<file path="src/rtl/multi_event_counter.sv">
// Multi-channel event counter: level/edge qualify, wrap/saturate,
// per-channel clear, sticky overflow and a registered overflow summary.
module multi_event_counter #(
  parameter int NUM_CH    = 2,
  parameter int CNT_W     = 2,
  parameter int SATURATE  = 0,
  parameter int EDGE_MODE = 0
) (
  input  logic                    clk,
  input  logic                    rst_n,
  input  logic                    en,
  input  logic [NUM_CH-1:0]       clr,
  input  logic [NUM_CH-1:0]       test_inc,
  output logic [NUM_CH*CNT_W-1:0] out,
  output logic [NUM_CH-1:0]       ovf,
  output logic                    any_ovf
);

  localparam logic [CNT_W-1:0] MAX = '1;
  localparam logic [CNT_W-1:0] ONE = CNT_W'(1);

  logic [NUM_CH-1:0] prev;
  logic [NUM_CH-1:0] evt;
  logic [CNT_W-1:0]  cnt_q [NUM_CH];
  logic [CNT_W-1:0]  cnt_d [NUM_CH];
  logic [NUM_CH-1:0] ovf_q;
  logic [NUM_CH-1:0] ovf_d;
  logic              any_q;

  // prev tracks the raw input every cycle, so gated edges are consumed
  always_comb begin
    if (EDGE_MODE != 0) evt = test_inc & ~prev;
    else                evt = test_inc;
  end

  always_comb begin
    for (int i = 0; i < NUM_CH; i++) begin
      cnt_d[i] = cnt_q[i];
      ovf_d[i] = ovf_q[i];
      if (clr[i]) begin
        cnt_d[i] = '0;
        ovf_d[i] = 1'b0;
      end else if (en && evt[i]) begin
        if (cnt_q[i] != MAX) begin
          cnt_d[i] = cnt_q[i] + ONE;
        end else begin
          cnt_d[i] = (SATURATE != 0) ? MAX : '0;
          ovf_d[i] = 1'b1;
        end
      end
    end
  end

  always_ff @(posedge clk or negedge rst_n) begin
    if (!rst_n) begin
      prev  <= '0;
      ovf_q <= '0;
      any_q <= 1'b0;
      for (int i = 0; i < NUM_CH; i++)
        cnt_q[i] <= '0;
    end else begin
      prev  <= test_inc;
      ovf_q <= ovf_d;
      any_q <= |ovf_q;
      for (int i = 0; i < NUM_CH; i++)
        cnt_q[i] <= cnt_d[i];
    end
  end

  always_comb begin
    out = '0;
    for (int i = 0; i < NUM_CH; i++)
      out[i*CNT_W +: CNT_W] = cnt_q[i];
  end

  assign ovf     = ovf_q;
  assign any_ovf = any_q;

endmodule

</file>
<file path="config.mk">
export PLATFORM = sky130hd
export DESIGN_NAME = multi_event_counter
export DESIGN_NICKNAME = d
export VERILOG_FILES = /design/src/rtl/multi_event_counter.sv
export SDC_FILE = /design/constraint.sdc
export NUM_CORES = 1
export LEC_CHECK = 0
export BUFFER_PORTS_ARGS = -buffer_cell sky130_fd_sc_hd__clkbuf_2
export CAP_MARGIN = 5
export CORE_AREA = 8 8 45 47
export DETAILED_ROUTE_END_ITERATION = 10
export DIE_AREA = 0 0 53 55
export GPL_TIMING_DRIVEN = 0
export PLACE_DENSITY = 0.53
export SYNTH_ARGS = -nofsm -noshare
export SYNTH_HDL_FRONTEND = slang
export SYNTH_SLANG_ARGS = --single-unit
export TNS_END_PERCENT = 30
</file>
<file path="constraint.sdc">
create_clock -name clk -period 1.06 [get_ports clk]
set_input_delay 0.318 -clock clk [delete_from_list [all_inputs] [get_ports clk]]
set_output_delay 0.318 -clock clk [all_outputs]
set_load 0.005 [all_outputs]
</file>
==> results_dict.tcl <==
set metrics [dict create \
    power.share.sequential_pct 48.7 \
    synth_cells 27 \
    arrival_ps 770 \
    yosys.area.top_type_share_pct 52.4 \
    cts_buffer_depth 2 \
    tightestPinTransition_ps 180 \
    h-tree-depth 1 \
    final.setup.tns_ps -93.0 \
    setup_viol 6 \
    netlist_top_cells_area "dfrtp_1, a21bo_1, ha_1" \
    clock_latency_ps 240 \
    crit_family "flip-flops" \
    maxSlewViolCount 0 \
    cpPeakStageDelay_ps 400 \
    r2r_slack_ps 60 \
    p_int_mw 0.451 \
    path_buf_inv 1 \
    start_util_pct 24.1 \
    maxCapViolations 0 \
    final_cell_mix "clkbuf_2, dfrtp_1, a21bo_1, a21oi_1, clkbuf_4" \
    power_density_mw_per_mm2 1290 \
    wl_per_cell_um 12.8 \
    synth_top_cell_by_area "dfrtp_1" \
    io_buffers 12 \
    avgSynthCellArea_um2 12.4 \
    hold_depth 2 \
    hpwl_um 634 \
    grt_first_pass_wirelength_mm 1.26 \
    syn-cell-area_um2 334 \
    power.share.combinational_pct 11.0 \
    drive_gt1_share_pct 43.2 \
    dieWidth_um 53 \
    grt_max_degree 11 \
    p_sw_share_pct 22.1 \
    die_h_um 55 \
    fin_worst_skew_ps 1.33 \
    cp_slowest_cell "dfrtp_1" \
    seq_area_frac_synth_pct 52.4 \
    ant_nets 0 \
    placed_cell_area_um2 414 \
    ir_drop_v 0.000564 \
    place_ws_ps 55.8 \
    cts_buffers 3 \
    finish.instance_area_um2 450 \
    hp-class "in -> reg" \
    cp.depth 1 \
    clk_pin_slew_ps 50 \
    layoutNonFillerInstCount 60 \
    boundaryPins 14 \
    period_minus_slack_ps 1090 \
    power.share.clock_pct 40.3 \
    reg2reg_depth 3 \
    grt_overflow 0 \
    rsz0062_at_grt "yes" \
    dpl.cell_count 55 \
    track_usage_pct 6.10 \
    p_total_mw 0.579 \
    core_mm2 0.00138 \
    timing.final.crit_share_pct 103 \
    hold-worst-slack_ps 254 \
    hold_violations 0 \
    power_leakage_nw 0.233 \
    fmax_mhz 920 \
    status "complete, but fails checks" \
    violations "setup timing" \
    end_kind "primary output" \
    relSlewSlack_pct 88.0 \
    dieArea_mm2 0.00292 \
    yosys.cell_types.count 12 \
    final_common_cell "clkbuf_2" \
    ys_warn_count 0 \
    critPathMaxFanout 4 \
    numClockSinks 7 \
    antenna_found_initial 0 \
    setup_slack_ps -27.4 \
    critPathRequiredTime_ps 740 \
    vias 277 \
    crit_chain "clkbuf_2" \
    n_antenna_cell 0 \
    syn_nets 36 \
    post-route-drc-count 0 \
    core.rowCount 14 \
    fin_nets 54 \
    area_delta_synth_final_pct 34.8 \
    switchingPower_mw 0.128 \
    routed_wl_um 765 \
    crit_path_start_kind "flop" \
    drt-pass1-iter-count 2 \
    worstSetupPathType "reg -> out" \
    post_cts_resized 0 \
    fin_util_pct 32.5 \
    grt_pass1_vias 292 \
    drtIter0Drc 4 \
    gp_congestion 0.716 \
    ys_ff_latch 7 \
    vias_per_cell 4.62 \
    cts_tree "yes" \
    clockRootBuffer "clkbuf_4" \
]
## power by group through the flow
stage	logic (mW)	registers [mW]	clock network, mW
6_report	0.0637	0.282	0.233
5_1_grt	0.0726	0.283	0.269
4_1_cts	0.0661	0.282	0.248
3_5_place_dp	0.0629	0.286	0
3_3_place_gp	0.0618	0.286	0
2_1_floorplan	0.0287	0.286	0
## repair_timing
| action | in CTS | in global routing |
|---|---|---|
| hold buffers | 1 | 0 |
| setup endpoints to repair | 6 | 7 |
| hold endpoints to repair | 7 | 0 |
| pin swaps | 0 | 0 |
| setup buffers | 0 | 0 |
## worst paths after layout
kind                         from  endpoint
max                        out[2]    out[2]
max in group asynchronous   rst_n    out[2]
min                        clr[1]    out[2]
min reg2reg                ovf[1]   any_ovf
min in group asynchronous   rst_n   any_ovf
max reg2reg                out[2]    out[2]
## final cells by class
cell class                 count  area, µm²
fill                         144        933
sequential                     7        175
multi-input combinational     19        148
timing repair buffer          13       70.1
clock buffer                   4       26.3
tap                           16       20.0
buffer                         1       11.3
## routing by layer
| layer | global-route usage, % | vias up | part of all wire (%) |
|---|---|---|---|
| met5 | 0 | - | 0 |
| met1 | 7.56 | 127 | 47 |
| met3 | 3.21 | 0 | 13 |
| met2 | 7.42 | 13 | 40 |
| met4 | 5.17 | 0 | 0 |
| li1 | - | 137 | - |
## cells by family after synthesis
kind of cell             synth area share, %
adder cells (fa/ha/maj)                 7.49
AND/OR/NAND/NOR                         13.9
flip-flops                              52.4
buffers and inverters                   3.37
AO/OA/AOI/OAI                           22.8
## cells in the mapped netlist
cell type / instances
ha_1: 2
a31oi_1: 2
a21bo_1: 3
or2_2: 1
nand3_1: 2
nand4bb_1: 2
nor2_1: 2
dfrtp_1: 7
a21bo_2: 1
a21oi_2: 1
a21oi_1: 3
buf_6: 1
## sequential cells by signal (all words and copies together) (netlist names)
register	count
any_ovf	1
ovf	2
out	4
Power figures use the tool's default switching activity.
